`config.mk`:
```
export PLATFORM = sky130hd
export DESIGN_NAME = tcam_cfg_ctrl_flat
export DESIGN_NICKNAME = d
export VERILOG_FILES = /design/src/rtl/tcam_cfg_ctrl_pkg.sv /design/src/rtl/tcam_cfg_ctrl_if.sv /design/src/rtl/tcam_cfg_ctrl_seq.sv /design/src/rtl/tcam_cfg_ctrl.sv /design/src/flat_wrapper.sv
export SDC_FILE = /design/constraint.sdc
export NUM_CORES = 1
export LEC_CHECK = 0
export CAP_MARGIN = 15
export CORE_ASPECT_RATIO = 0.7
export CORE_MARGIN = 8
export CORE_UTILIZATION = 35
export CTS_CLUSTER_SIZE = 12
export DETAILED_ROUTE_END_ITERATION = 10
export GPL_TIMING_DRIVEN = 1
export PLACE_DENSITY = 0.53
export SLEW_MARGIN = 20
export SYNTH_ARGS = -nofsm -noshare
export SYNTH_HDL_FRONTEND = slang
export SYNTH_SLANG_ARGS = --single-unit
```
`constraint.sdc`:
```
create_clock -name clk -period 2.85 [get_ports clk]
set_clock_uncertainty 0.1 [all_clocks]
set_input_delay 0.57 -clock clk [delete_from_list [all_inputs] [get_ports clk]]
set_output_delay 0.57 -clock clk [all_outputs]
set_load 0.02 [all_outputs]
```
`src/rtl/tcam_cfg_ctrl_pkg.sv`:
```
// Shared definitions for the TCAM configuration sequencer: register map, op codes, status bits, FSM states.
// Latency: n/a (declarations only).
// Backpressure: n/a.
package tcam_cfg_pkg;

    // Register byte offsets within the iomem window
    localparam logic [7:0] OFF_KEY0   = 8'h00;
    localparam logic [7:0] OFF_KEY1   = 8'h04;
    localparam logic [7:0] OFF_KEY2   = 8'h08;
    localparam logic [7:0] OFF_KEY3   = 8'h0C;
    localparam logic [7:0] OFF_ACT0   = 8'h10;
    localparam logic [7:0] OFF_ACT1   = 8'h14;
    localparam logic [7:0] OFF_CMD    = 8'h20;
    localparam logic [7:0] OFF_STATUS = 8'h24;

    // CMD field positions
    localparam int CMD_MASK_BIT = 8;
    localparam int CMD_OP_LSB   = 9;
    localparam int CMD_GO_BIT   = 31;

    // STATUS bit positions
    localparam int STAT_BUSY_BIT = 0;
    localparam int STAT_ERR_BIT  = 1;
    localparam int STAT_DONE_BIT = 2;
    localparam int STAT_CNT_LSB  = 8;

    typedef enum logic [1:0] {
        OP_NOP  = 2'd0,
        OP_TCAM = 2'd1,
        OP_ACT  = 2'd2,
        OP_DEF  = 2'd3
    } op_e;

    typedef enum logic [1:0] {
        ST_IDLE  = 2'd0,
        ST_ISSUE = 2'd1,
        ST_HOLD  = 2'd2
    } state_e;

    // Merge a 32-bit write into an existing word honouring byte strobes
    function automatic logic [31:0] apply_wstrb(input logic [31:0] old_v,
                                                input logic [31:0] new_v,
                                                input logic [3:0]  strb);
        logic [31:0] res;
        res = old_v;
        for (int b = 0; b < 4; b++) begin
            if (strb[b]) res[8*b +: 8] = new_v[8*b +: 8];
        end
        return res;
    endfunction

endpackage

```
`src/rtl/tcam_cfg_ctrl_if.sv`:
```
// PicoRV32 iomem bus bundle between the CPU (master) and the config sequencer (slave).
// Latency: n/a (wiring only).
// Backpressure: master holds valid until the slave returns a one-cycle ready pulse.
interface tcam_cfg_ctrl_if;
    logic        iomem_valid;
    logic        iomem_ready;
    logic [3:0]  iomem_wstrb;
    logic [31:0] iomem_addr;
    logic [31:0] iomem_wdata;
    logic [31:0] iomem_rdata;

    modport master (
        output iomem_valid, iomem_wstrb, iomem_addr, iomem_wdata,
        input  iomem_ready, iomem_rdata
    );

    modport slave (
        input  iomem_valid, iomem_wstrb, iomem_addr, iomem_wdata,
        output iomem_ready, iomem_rdata
    );
endinterface

```
`src/rtl/tcam_cfg_ctrl_seq.sv`:
```
// Commit sequencer: captures a command plus staged data, pulses one write enable, then holds a settle window.
// Latency: pulse one cycle after acceptance; busy for 1 + SETTLE_CYCLES cycles after acceptance.
// Backpressure: none internally; caller must only assert cmd_go while busy is low.
module tcam_cfg_seq
    import tcam_cfg_pkg::*;
#(
    parameter int KEY_W         = 128,
    parameter int IDX_W         = 4,
    parameter int ACTION_W      = 64,
    parameter int SETTLE_CYCLES = 2
) (
    input  logic                clk,
    input  logic                resetn,
    input  logic                cmd_go,
    input  logic [IDX_W-1:0]    cmd_idx,
    input  logic                cmd_is_mask,
    input  op_e                 cmd_op,
    input  logic [KEY_W-1:0]    key_stage,
    input  logic [ACTION_W-1:0] act_stage,
    output logic                busy,
    output logic                done_set,
    output logic [7:0]          commit_cnt,
    output logic [IDX_W-1:0]    tcam_wr_addr,
    output logic                tcam_wr_is_mask,
    output logic [KEY_W-1:0]    tcam_wr_data,
    output logic                tcam_wr_en,
    output logic                action_wr_en,
    output logic [IDX_W-1:0]    action_wr_addr,
    output logic [ACTION_W-1:0] action_wr_data,
    output logic                action_wr_default,
    output logic [ACTION_W-1:0] action_default_data
);

    localparam int CNT_W = (SETTLE_CYCLES > 1) ? $clog2(SETTLE_CYCLES) : 1;
    localparam logic [CNT_W-1:0] CNT_LAST = CNT_W'(SETTLE_CYCLES - 1);

    state_e           state_q, state_d;
    logic [CNT_W-1:0] cnt_q, cnt_d;
    op_e              op_q;

    // State and settle counter registers
    always_ff @(posedge clk or negedge resetn) begin
        if (!resetn) begin
            state_q <= ST_IDLE;
            cnt_q   <= '0;
        end else begin
            state_q <= state_d;
            cnt_q   <= cnt_d;
        end
    end

    // Next state: IDLE -> ISSUE (one pulse cycle) -> HOLD (settle) -> IDLE
    always_comb begin
        state_d  = state_q;
        cnt_d    = cnt_q;
        done_set = 1'b0;
        case (state_q)
            ST_IDLE: begin
                if (cmd_go) state_d = ST_ISSUE;
            end
            ST_ISSUE: begin
                state_d = ST_HOLD;
                cnt_d   = '0;
            end
            ST_HOLD: begin
                if (cnt_q == CNT_LAST) begin
                    state_d  = ST_IDLE;
                    done_set = 1'b1;
                end else begin
                    cnt_d = cnt_q + 1'b1;
                end
            end
            default: state_d = ST_IDLE;
        endcase
    end

    // Completed-commit counter, wraps naturally at 8 bits
    always_ff @(posedge clk or negedge resetn) begin
        if (!resetn) commit_cnt <= '0;
        else if (done_set) commit_cnt <= commit_cnt + 8'd1;
    end

    // Capture command and staged data at acceptance so later staging writes cannot disturb them
    always_ff @(posedge clk or negedge resetn) begin
        if (!resetn) begin
            op_q                <= OP_NOP;
            tcam_wr_addr        <= '0;
            tcam_wr_is_mask     <= 1'b0;
            tcam_wr_data        <= '0;
            action_wr_addr      <= '0;
            action_wr_data      <= '0;
            action_default_data <= '0;
        end else if (state_q == ST_IDLE && cmd_go) begin
            op_q <= cmd_op;
            case (cmd_op)
                OP_TCAM: begin
                    tcam_wr_addr    <= cmd_idx;
                    tcam_wr_is_mask <= cmd_is_mask;
                    tcam_wr_data    <= key_stage;
                end
                OP_ACT: begin
                    action_wr_addr <= cmd_idx;
                    action_wr_data <= act_stage;
                end
                OP_DEF:  action_default_data <= act_stage;
                default: ;
            endcase
        end
    end

    // Pulses come straight off the state register, so reset kills them immediately
    assign busy              = (state_q != ST_IDLE);
    assign tcam_wr_en        = (state_q == ST_ISSUE) && (op_q == OP_TCAM);
    assign action_wr_en      = (state_q == ST_ISSUE) && (op_q == OP_ACT);
    assign action_wr_default = (state_q == ST_ISSUE) && (op_q == OP_DEF);

endmodule

```
`src/rtl/tcam_cfg_ctrl.sv`:
```
// iomem register block staging TCAM keys/masks and actions, committed atomically through tcam_cfg_seq.
// Latency: one-cycle ready pulse per access; write pulse one cycle after an accepted CMD. Optional TCAM_CFG_IRQ_EN adds irq_done.
// Backpressure: never stalls the bus; a CMD arriving while busy is acknowledged, dropped and flagged in STATUS.err.
module tcam_cfg_ctrl
    import tcam_cfg_pkg::*;
#(
    parameter int         KEY_W         = 128,
    parameter int         ENTRIES       = 16,
    parameter int         IDX_W         = $clog2(ENTRIES),
    parameter int         ACTION_W      = 64,
    parameter logic [7:0] BASE_HI       = 8'h04,
    parameter int         SETTLE_CYCLES = 2
) (
    input  logic                clk,
    input  logic                resetn,
    tcam_cfg_ctrl_if.slave      bus,
    output logic [IDX_W-1:0]    tcam_wr_addr,
    output logic                tcam_wr_is_mask,
    output logic [KEY_W-1:0]    tcam_wr_data,
    output logic                tcam_wr_en,
    output logic                action_wr_en,
    output logic [IDX_W-1:0]    action_wr_addr,
    output logic [ACTION_W-1:0] action_wr_data,
    output logic                action_wr_default,
    output logic [ACTION_W-1:0] action_default_data
`ifdef TCAM_CFG_IRQ_EN
    ,
    output logic                irq_done
`endif
);

    localparam int KEY_WORDS = KEY_W / 32;
    localparam int ACT_WORDS = ACTION_W / 32;

    logic [KEY_WORDS-1:0][31:0] key_q;
    logic [ACT_WORDS-1:0][31:0] act_q;
    logic [7:0]  off;
    logic        sel, bus_wr, bus_rd;
    logic        cmd_form_ok, cmd_go, err_set, status_wr;
    logic        busy, done_set, err_q, done_q;
    logic [7:0]  commit_cnt;
    logic [31:0] status_word, rdata_d;
    logic        unused_addr_bits;

    assign off    = bus.iomem_addr[7:0];
    assign sel    = bus.iomem_valid && !bus.iomem_ready && (bus.iomem_addr[31:24] == BASE_HI);
    assign bus_wr = sel && (bus.iomem_wstrb != 4'h0);
    assign bus_rd = sel && (bus.iomem_wstrb == 4'h0);
    assign unused_addr_bits = ^bus.iomem_addr[23:8];

    // A well-formed CMD either starts a commit or, if one is in flight, raises err
    assign cmd_form_ok = bus_wr && (off == OFF_CMD) && (bus.iomem_wstrb == 4'hF) &&
                         bus.iomem_wdata[CMD_GO_BIT] &&
                         (bus.iomem_wdata[CMD_OP_LSB +: 2] != OP_NOP);
    assign cmd_go    = cmd_form_ok && !busy;
    assign err_set   = cmd_form_ok && busy;
    assign status_wr = bus_wr && (off == OFF_STATUS) && bus.iomem_wstrb[0];

    // Bus acknowledge: one ready pulse per selection, read data registered alongside
    always_ff @(posedge clk or negedge resetn) begin
        if (!resetn) begin
            bus.iomem_ready <= 1'b0;
            bus.iomem_rdata <= '0;
        end else begin
            bus.iomem_ready <= sel;
            bus.iomem_rdata <= bus_rd ? rdata_d : '0;
        end
    end

    // Staging registers with byte-strobe writes; always writable, even mid-commit
    always_ff @(posedge clk or negedge resetn) begin
        if (!resetn) begin
            key_q <= '0;
            act_q <= '0;
        end else if (bus_wr) begin
            for (int i = 0; i < KEY_WORDS; i++) begin
                if (off == 8'(OFF_KEY0 + 4*i))
                    key_q[i] <= apply_wstrb(key_q[i], bus.iomem_wdata, bus.iomem_wstrb);
            end
            for (int i = 0; i < ACT_WORDS; i++) begin
                if (off == 8'(OFF_ACT0 + 4*i))
                    act_q[i] <= apply_wstrb(act_q[i], bus.iomem_wdata, bus.iomem_wstrb);
            end
        end
    end

    // Sticky err/done flags; a set in the same cycle as a W1C wins
    always_ff @(posedge clk or negedge resetn) begin
        if (!resetn) begin
            err_q  <= 1'b0;
            done_q <= 1'b0;
        end else begin
            err_q  <= (err_q  & ~(status_wr & bus.iomem_wdata[STAT_ERR_BIT]))  | err_set;
            done_q <= (done_q & ~(status_wr & bus.iomem_wdata[STAT_DONE_BIT])) | done_set;
        end
    end

    // STATUS word assembly
    always_comb begin
        status_word = '0;
        status_word[STAT_BUSY_BIT]        = busy;
        status_word[STAT_ERR_BIT]         = err_q;
        status_word[STAT_DONE_BIT]        = done_q;
        status_word[STAT_CNT_LSB +: 8]    = commit_cnt;
    end

    // Read mux; CMD and unmapped offsets return zero
    always_comb begin
        rdata_d = '0;
        for (int i = 0; i < KEY_WORDS; i++) begin
            if (off == 8'(OFF_KEY0 + 4*i)) rdata_d = key_q[i];
        end
        for (int i = 0; i < ACT_WORDS; i++) begin
            if (off == 8'(OFF_ACT0 + 4*i)) rdata_d = act_q[i];
        end
        if (off == OFF_STATUS) rdata_d = status_word;
    end

`ifdef TCAM_CFG_IRQ_EN
    // Interrupt follows done one cycle later
    always_ff @(posedge clk or negedge resetn) begin
        if (!resetn) irq_done <= 1'b0;
        else         irq_done <= done_q;
    end
`endif

    tcam_cfg_seq #(
        .KEY_W         (KEY_W),
        .IDX_W         (IDX_W),
        .ACTION_W      (ACTION_W),
        .SETTLE_CYCLES (SETTLE_CYCLES)
    ) u_seq (
        .clk                 (clk),
        .resetn              (resetn),
        .cmd_go              (cmd_go),
        .cmd_idx             (bus.iomem_wdata[IDX_W-1:0]),
        .cmd_is_mask         (bus.iomem_wdata[CMD_MASK_BIT]),
        .cmd_op              (op_e'(bus.iomem_wdata[CMD_OP_LSB +: 2])),
        .key_stage           (key_q),
        .act_stage           (act_q),
        .busy                (busy),
        .done_set            (done_set),
        .commit_cnt          (commit_cnt),
        .tcam_wr_addr        (tcam_wr_addr),
        .tcam_wr_is_mask     (tcam_wr_is_mask),
        .tcam_wr_data        (tcam_wr_data),
        .tcam_wr_en          (tcam_wr_en),
        .action_wr_en        (action_wr_en),
        .action_wr_addr      (action_wr_addr),
        .action_wr_data      (action_wr_data),
        .action_wr_default   (action_wr_default),
        .action_default_data (action_default_data)
    );

endmodule
```
`src/flat_wrapper.sv`:
```
// flat-port wrapper written by rule: the top's interface ports become plain ports
module tcam_cfg_ctrl_flat import tcam_cfg_pkg::*;
#(
    parameter int         KEY_W         = 128,
    parameter int         ENTRIES       = 16,
    parameter int         IDX_W         = $clog2(ENTRIES),
    parameter int         ACTION_W      = 64,
    parameter logic [7:0] BASE_HI       = 8'h04,
    parameter int         SETTLE_CYCLES = 2
)
  (clk, resetn, tcam_wr_addr, tcam_wr_is_mask, tcam_wr_data, tcam_wr_en, action_wr_en, action_wr_addr, action_wr_data, action_wr_default, action_default_data, bus_iomem_valid, bus_iomem_wstrb, bus_iomem_addr, bus_iomem_wdata, bus_iomem_ready, bus_iomem_rdata);
  tcam_cfg_ctrl_if bus_i ();
  input  logic clk;
  input  logic resetn;
  output logic [IDX_W-1:0] tcam_wr_addr;
  output logic tcam_wr_is_mask;
  output logic [KEY_W-1:0] tcam_wr_data;
  output logic tcam_wr_en;
  output logic action_wr_en;
  output logic [IDX_W-1:0] action_wr_addr;
  output logic [ACTION_W-1:0] action_wr_data;
  output logic action_wr_default;
  output logic [ACTION_W-1:0] action_default_data;
  input wire logic [$bits(bus_i.iomem_valid)-1:0] bus_iomem_valid;
  input wire logic [$bits(bus_i.iomem_wstrb)-1:0] bus_iomem_wstrb;
  input wire logic [$bits(bus_i.iomem_addr)-1:0] bus_iomem_addr;
  input wire logic [$bits(bus_i.iomem_wdata)-1:0] bus_iomem_wdata;
  output wire logic [$bits(bus_i.iomem_ready)-1:0] bus_iomem_ready;
  output wire logic [$bits(bus_i.iomem_rdata)-1:0] bus_iomem_rdata;
  assign bus_i.iomem_valid = bus_iomem_valid;
  assign bus_i.iomem_wstrb = bus_iomem_wstrb;
  assign bus_i.iomem_addr = bus_iomem_addr;
  assign bus_i.iomem_wdata = bus_iomem_wdata;
  assign bus_iomem_ready = bus_i.iomem_ready;
  assign bus_iomem_rdata = bus_i.iomem_rdata;
  tcam_cfg_ctrl #(.KEY_W(KEY_W), .ENTRIES(ENTRIES), .IDX_W(IDX_W), .ACTION_W(ACTION_W), .BASE_HI(BASE_HI), .SETTLE_CYCLES(SETTLE_CYCLES)) u_core (.clk(clk), .resetn(resetn), .bus(bus_i), .tcam_wr_addr(tcam_wr_addr), .tcam_wr_is_mask(tcam_wr_is_mask), .tcam_wr_data(tcam_wr_data), .tcam_wr_en(tcam_wr_en), .action_wr_en(action_wr_en), .action_wr_addr(action_wr_addr), .action_wr_data(action_wr_data), .action_wr_default(action_wr_default), .action_default_data(action_default_data));
endmodule
```
== Word-level counts from Yosys, hierarchy flattened ==
Index checks and enable logic that the tools add are counted.
Cells by class
  add/sub/neg operators: 2
  equal/unequal tests: 19
  multiplexer cells: 15
  bitwise operators: 8
  reduce and logical (&&, ||, !) cells: 53
Operators with widths (count)
  2-to-1 mux 32 bit: 8
  AND reduction 3 bit: 24
  equality test 8 x 3 -> 1 bit (second input constant): 2
  equality test 8 x 4 -> 1 bit (second input constant): 2
  equality test 8 x 5 -> 1 bit (second input constant): 2
  equality test 8 x 6 -> 1 bit (second input constant): 2
  logical AND 1 bit: 16
  equality test 2 bit (second input constant): 5
  adder 8 x 1 -> 8 bit (second input constant): 1
  logical NOT 8 bit: 1
  AND reduction 2 bit: 4
  equality test 2 x 1 -> 1 bit (second input constant): 3
  one-hot mux 2 bit (3 select lines): 1
  nonzero test 2 bit: 3
  AND 1 bit: 4
  equality test 4 bit (second input constant): 1
  logical NOT 4 bit: 1
  2-to-1 mux 2 bit: 2
  != test 2 bit (second input constant): 2
  nonzero test 4 bit: 1
  2-to-1 mux 1 bit: 3
  logical NOT 1 bit: 2
  logical NOT 2 bit: 1
  inverter 1 bit: 2
  3 further kinds: 4
Storage, ports and cells
  flip-flop bits (word level): 505
  bits of input ports: 71
  output and inout port bits: 301
  word-level logic and storage cells: 135

== Depth between registers and ports, before layout ==
  word-level depth: 11
  mapped depth: 8
  gate-level depth less buffers: 6

== By module ==
From an unflattened synthesis, not the netlist that was laid out.
Second synthesis, totals
  cell total of the unflattened synthesis: 1398
  area, all modules: 20867.5 sq um
Modules (own cells, without submodules)
  tcam_cfg_seq: times used 1, cells an instance 615, area each 10483.8 sq um
  tcam_cfg_ctrl: times used 1, cells an instance 783, area each 10383.7 sq um

== Worst setup path after synthesis ==
No wires, ideal clock.
  path kind: input -> register
  start point: input bus_iomem_addr[4]
  end point: register u_core.key_q[32] (netlist name)
  setup time: 0.125 ns
  arrival time: 2.230 ns
  data required time: 2.625 ns
  path slack: 0.395 ns
  stages on the path: 6
  buffers on the path: 2
  cell sequence: buf_2 -> nor4_4 -> nand2_1 -> buf_4 -> nor3_2 -> mux2_2
On the way
  longest elaborated chain between the ends: 2
Ends and longest elaborated chain
  start: declaration: RTL line flat_wrapper.sv:26  | input wire logic [$bits(bus_i.iomem_addr)-1:0] bus_iomem_addr;
  equality test 8 x 3 -> 1 bit: RTL line tcam_cfg_ctrl.sv:77  | if (off == 8'(OFF_KEY0 + 4*i))
  AND reduction 3 bit (no source line)
  end signal: indexed assignment: RTL line tcam_cfg_ctrl.sv:78  | key_q[i] <= apply_wstrb(key_q[i], bus.iomem_wdata, bus.iomem_wstrb);
  end: declaration: RTL line tcam_cfg_ctrl.sv:35  | logic [KEY_WORDS-1:0][31:0] key_q;
No other way between the ends.
A chain may end at the register's enable or synchronous reset.

== Final worst setup path ==
  start point: input bus_iomem_addr[1]
  end point: register u_core.u_seq.action_wr_addr[1]
On the way
  longest elaborated chain between the ends: 8
Ends and longest elaborated chain
  equality test 8 x 6 -> 1 bit: RTL line tcam_cfg_ctrl.sv:52  | assign cmd_form_ok = bus_wr && (off == OFF_CMD) && (bus.iomem_wstrb == 4'hF) &&
  logical AND 1 bit (3 in series): RTL line tcam_cfg_ctrl.sv:52
  logical AND 1 bit: RTL line tcam_cfg_ctrl.sv:53  | bus.iomem_wdata[CMD_GO_BIT] &&
  logical AND 1 bit: RTL line tcam_cfg_ctrl.sv:55  | assign cmd_go = cmd_form_ok && !busy;
  logical AND 1 bit: RTL line tcam_cfg_ctrl_seq.sv:93  | end else if (state_q == ST_IDLE && cmd_go) begin
  AND reduction 2 bit (no source line)
  end signal: assignment: RTL line tcam_cfg_ctrl_seq.sv:102  | action_wr_addr <= cmd_idx;
  end: declaration: RTL line tcam_cfg_ctrl_seq.sv:28  | output logic [IDX_W-1:0] action_wr_addr,
No other way between the ends.

==> results.md <==
* Outcome: finished clean
* ANT cells at 0
* Library cell used as clock root buffer: sky130_fd_sc_hd__clkbuf_16
* Start point of the worst hold path: u_core.u_seq.action_wr_data[60]
* Largest family of logic cells by synthesized area: multiplexers
* Chip Height at 221 um
* Upper clock frequency limit at 372 MHz
* CTS H-tree lvls at 2
* Cell type of the slowest stage on the worst timing path: sky130_fd_sc_hd__clkdlybuf4s50_1
* Total setup buffers inserted after CTS at 0
* Sink of the worst hold path: u_core.u_seq.action_wr_data[60]
* Maximum fanout encountered on the critical timing path at 52
* Uppermost metal layer occupied by signal nets: met4
* CP cell instances: clkdlybuf4s50_1, nor4_4, o2111a_1, buf_4, nand4_4, buf_12, mux2_1
* Max_cap viols at 0
* Metal3 WL at 4180 um
* Tightest Pin Transition at 0.686 ns
* Worst setup slack for register-to-register paths at 0.32 ns
* Number of synthesized register bits at 505
* Post-Synth XOR/XNOR Area at 0.292%
* Die Footprint at 68200 um^2
* FFs w/ async S/R, synth at 100%
* Stage delay of the slowest cell on the critical path at 0.63 ns
* Switching share of power at 22.2%
* Worst hold slack at 0.390 ns
* Peak ir drop on the vdd network at 0.349 mV
* Met2 routed wirelength at 29500 um
* Worst Setup Slack, final at 0.158 ns
* Routed metal-1 wire length at 30600 um
* Initial DRT Pass Iterations at 4
* Data arrival time of the critical path at 3.05 ns
* IO buf count at 355
* Critical R2R Capture: u_core.u_seq.tcam_wr_data[112]
* GR Util All Layers at 18.9%
* Final hold viol count at 0
* Proportion of power drawn by combinational gates at 3.7%
* Clock-pin slew reported for the worst setup and hold paths after clock tree synthesis at 0.06 ns
* Area inside the core boundary at 59600 um^2
* Count of antenna-violating nets left after detailed routing at 0
* Worst slew margin relative to its limit at 54.3%
* Insertion delay of the later-clocked pin in the worst-skew pair at 0.58 ns
* Average detailed-routed wire length per instance at 24.4 um
* Post-DP HPWL at 46600 um
* Mapped cell area at 21000 um^2
* Final setup violation count at 0
* Starting density of the core at 35.2%
* Mapped Cells at 1390
* Largest net degree at the start of global routing at 71
* Part of the power in the clock network at 44.9%
* Worst setup startpoint: bus_iomem_addr[1]
* Buffers from clock root to sink, at most at 3
* RSZ-0062 raised after global routing: false
* Number of primary I/O pins at 372
* Most frequent cells after synthesis: sky130_fd_sc_hd__dfrtp_1, sky130_fd_sc_hd__mux2_2, sky130_fd_sc_hd__mux2_4, sky130_fd_sc_hd__nor2_1, sky130_fd_sc_hd__clkbuf_1
* Total power per unit cell area at 495 nW/um^2
* Share of synthesized area spent on multiplexers at 26.6%
* Initial antenna violation count at 4
* Number of cell rows at 75
* Yosys top cell area share at 60.2%
* Placement-stage worst setup slack at -0.356 ns
* Pins over their slew limit at 0
* CTS tree: yes
* Avg Cell Area, Syn at 15.1 um^2
* Final Wtd Congestion at 0.789
* Path class of the lowest-slack min-delay path: reg -> reg
* Number of warnings reported in the yosys synthesis log at 0
* Final WL at 65300 um
* Count of unresolved DRC violations after routing at 0
* Predominant post-synthesis flop cell: sky130_fd_sc_hd__dfrtp_1
* Inserted Clock Buffers at 51
* Reg power frac at 51.4%
* Layout overhead on the synthesized area at 34.2%
* Cell types occupying the most area after synthesis: sky130_fd_sc_hd__dfrtp_1, sky130_fd_sc_hd__mux2_2, sky130_fd_sc_hd__mux2_4
* Number of flops mapped to enable cells by yosys at 0
* Kind of capture point of the worst setup path: register
* GRT Residual Overflow at 0
* Number of standard cells in the final layout excluding fillers at 2676
* NumNets Final at 1917
* Vias after detailed routing at 13500
* Sequential element share of the synthesized area at 60.2%
* Post-synthesis net count at 1465
* Ratio of cells with drive above 1 in the final layout at 36.5%
* Post-synthesis simple-gate area fraction at 4.65%
* RR Startpoint: u_core.u_seq.state_q[0]
* Width of the chip at 309 um
* Number of violations reported at the end of detailed-routing iteration 0 at 513
* Wire length of the first global-routing pass at 98300 um
* Sort of element at the start of the critical path: primary input
* Critical path buffers and inverters at 3
* Synthesized-area fraction occupied by adder cells at 0.238%
* Leak Pwr at 0.0135 uW
* Crit path max-delay family: buffers and inverters
* Synth area leader: sky130_fd_sc_hd__dfrtp_1
* # clock sinks at 505
* Startpoint-to-endpoint class of the critical path: in -> reg
* Vias in the first global route at 14500
* Net Sw Power at 3100 uW
* Hold depth at 1
* Share of the synthesized area in compound gates (AO/OA/AOI/OAI) at 5.93%
* WP data required at 3.21 ns
* Period minus WS final at 2.69 ns
* Routed via count divided by cell count at 5.05
* Cell-internal power at 10800 uW
* Number of instances in the placed design at 2596
* Final period utilization at 94.4%
* Cell with the most instances after synthesis: sky130_fd_sc_hd__dfrtp_1
* Number of cell instances on the worst register-to-register path at 7
* Distinct cells, synth at 56
repair_timing:
| item | 4_1_cts | 5_1_grt |
|---|---|---|
| hold endpoints to repair | 53 | 0 |
| hold buffers | 1 | 0 |
| endpoints found under the setup margin | 1 | 2 |
| resized for setup | 1 | 2 |
sequential cells by signal, summed over array words and instances (netlist names):
register	count
u_core.key_q	128
u_core.u_seq.tcam_wr_data	128
u_core.act_q	64
u_core.u_seq.action_default_data	64
u_core.u_seq.action_wr_data	64
u_core.bus.iomem_rdata	32
u_core.u_seq.commit_cnt	8
u_core.u_seq.action_wr_addr	4
u_core.u_seq.tcam_wr_addr	4
u_core.u_seq.op_q	2
u_core.u_seq.state_q	2
u_core.bus.iomem_ready	1
u_core.done_q	1
u_core.err_q	1
u_core.u_seq.cnt_q	1
u_core.u_seq.tcam_wr_is_mask	1
layer usage:
metal,vias up,GRT usage (%)
li1,6025,-
met5,-,0
met1,7104,26.7
met4,0,3.81
met2,293,29.3
met3,88,4.67
through the flow:
stage	power [uW]	area [um^2]	setup TNS [ns]	util, %
final	13900	28200	0	47.3
after global routing	14500	28200	0	47.3
after CTS	14200	28200	0	47.3
after detailed placement	7830	26700	-79.74	44.8
after global placement	7830	26700	-70.82	44.8
after floorplan	7410	21000	0	-
logic make-up after synthesis:
kind of cell	after synthesis
and+or+nand+nor	155
buffers and inverters	85
adders and majority gates	4
muxes	474
DFF	505
AOI/OAI and AO/OA	160
xor gates and xnor gates	7
worst max path at each step:
stage	endpoint	slack, ns	depth (start not counted)
3_5_place_dp	u_core.u_seq.action_wr_addr[1]	-0.36	7
6_report	u_core.u_seq.action_wr_addr[1]	0.16	7
4_1_cts	tcam_wr_en	0.01	5
2_1_floorplan	u_core.key_q[32]	0.40	6
5_1_grt	u_core.u_seq.action_wr_addr[1]	0.18	7
3_3_place_gp	u_core.u_seq.action_wr_data[62]	-0.31	7
layout by cell type, fill, tap and decap left out, types with 3 or more instances in the layout:
cell                                n
sky130_fd_sc_hd__buf_4             74
sky130_fd_sc_hd__ha_1               4
sky130_fd_sc_hd__nor2_2             8
sky130_fd_sc_hd__clkbuf_16         51
sky130_fd_sc_hd__o221a_2           21
sky130_fd_sc_hd__o2bb2ai_1         26
sky130_fd_sc_hd__mux2_1            16
sky130_fd_sc_hd__or3_1              4
sky130_fd_sc_hd__and4_1             3
sky130_fd_sc_hd__mux2_4            70
sky130_fd_sc_hd__nor4_1             3
sky130_fd_sc_hd__inv_1              6
sky130_fd_sc_hd__mux2_2           376
sky130_fd_sc_hd__nor2_1            37
sky130_fd_sc_hd__a221oi_1          11
sky130_fd_sc_hd__a211oi_1          32
sky130_fd_sc_hd__o21ai_0           21
sky130_fd_sc_hd__clkbuf_1          17
sky130_fd_sc_hd__nand2b_1           3
sky130_fd_sc_hd__clkbuf_8           6
sky130_fd_sc_hd__buf_12            49
sky130_fd_sc_hd__a22oi_1           11
sky130_fd_sc_hd__nand3_2            4
sky130_fd_sc_hd__xnor2_1            5
sky130_fd_sc_hd__nor2b_1           23
sky130_fd_sc_hd__nand2_1           15
sky130_fd_sc_hd__mux2i_1           12
sky130_fd_sc_hd__a21oi_1           21
sky130_fd_sc_hd__nand4_1            6
sky130_fd_sc_hd__dfrtp_1          505
sky130_fd_sc_hd__and3_1             7
sky130_fd_sc_hd__nor3_2             4
sky130_fd_sc_hd__clkdlybuf4s50_1  349
sky130_fd_sc_hd__o32ai_1           12
sky130_fd_sc_hd__nand3_1           15
sky130_fd_sc_hd__and2_1             3
final cells by class:
class / instances / area [um^2]
Clock inverter: 5 / 60.1
Fill cell: 5287 / 31400
Clock buffer: 74 / 1420
Timing Repair Buffer: 478 / 5090
Tap cell: 808 / 1010
Inverter: 6 / 22.5
Multi-Input combinational cell: 800 / 7930
Sequential cell: 505 / 12600
power groups by stage:
stage                     clock, uW  combinational [uW]  sequential [uW]
after floorplan                   0                 108             7300
after global placement            0                 526             7300
after detailed placement          0                 531             7300
after CTS                      6480                 534             7170
after global routing           6750                 576             7160
final                          6260                 521             7170
Note: power is estimated with default switching activity, not from simulation.
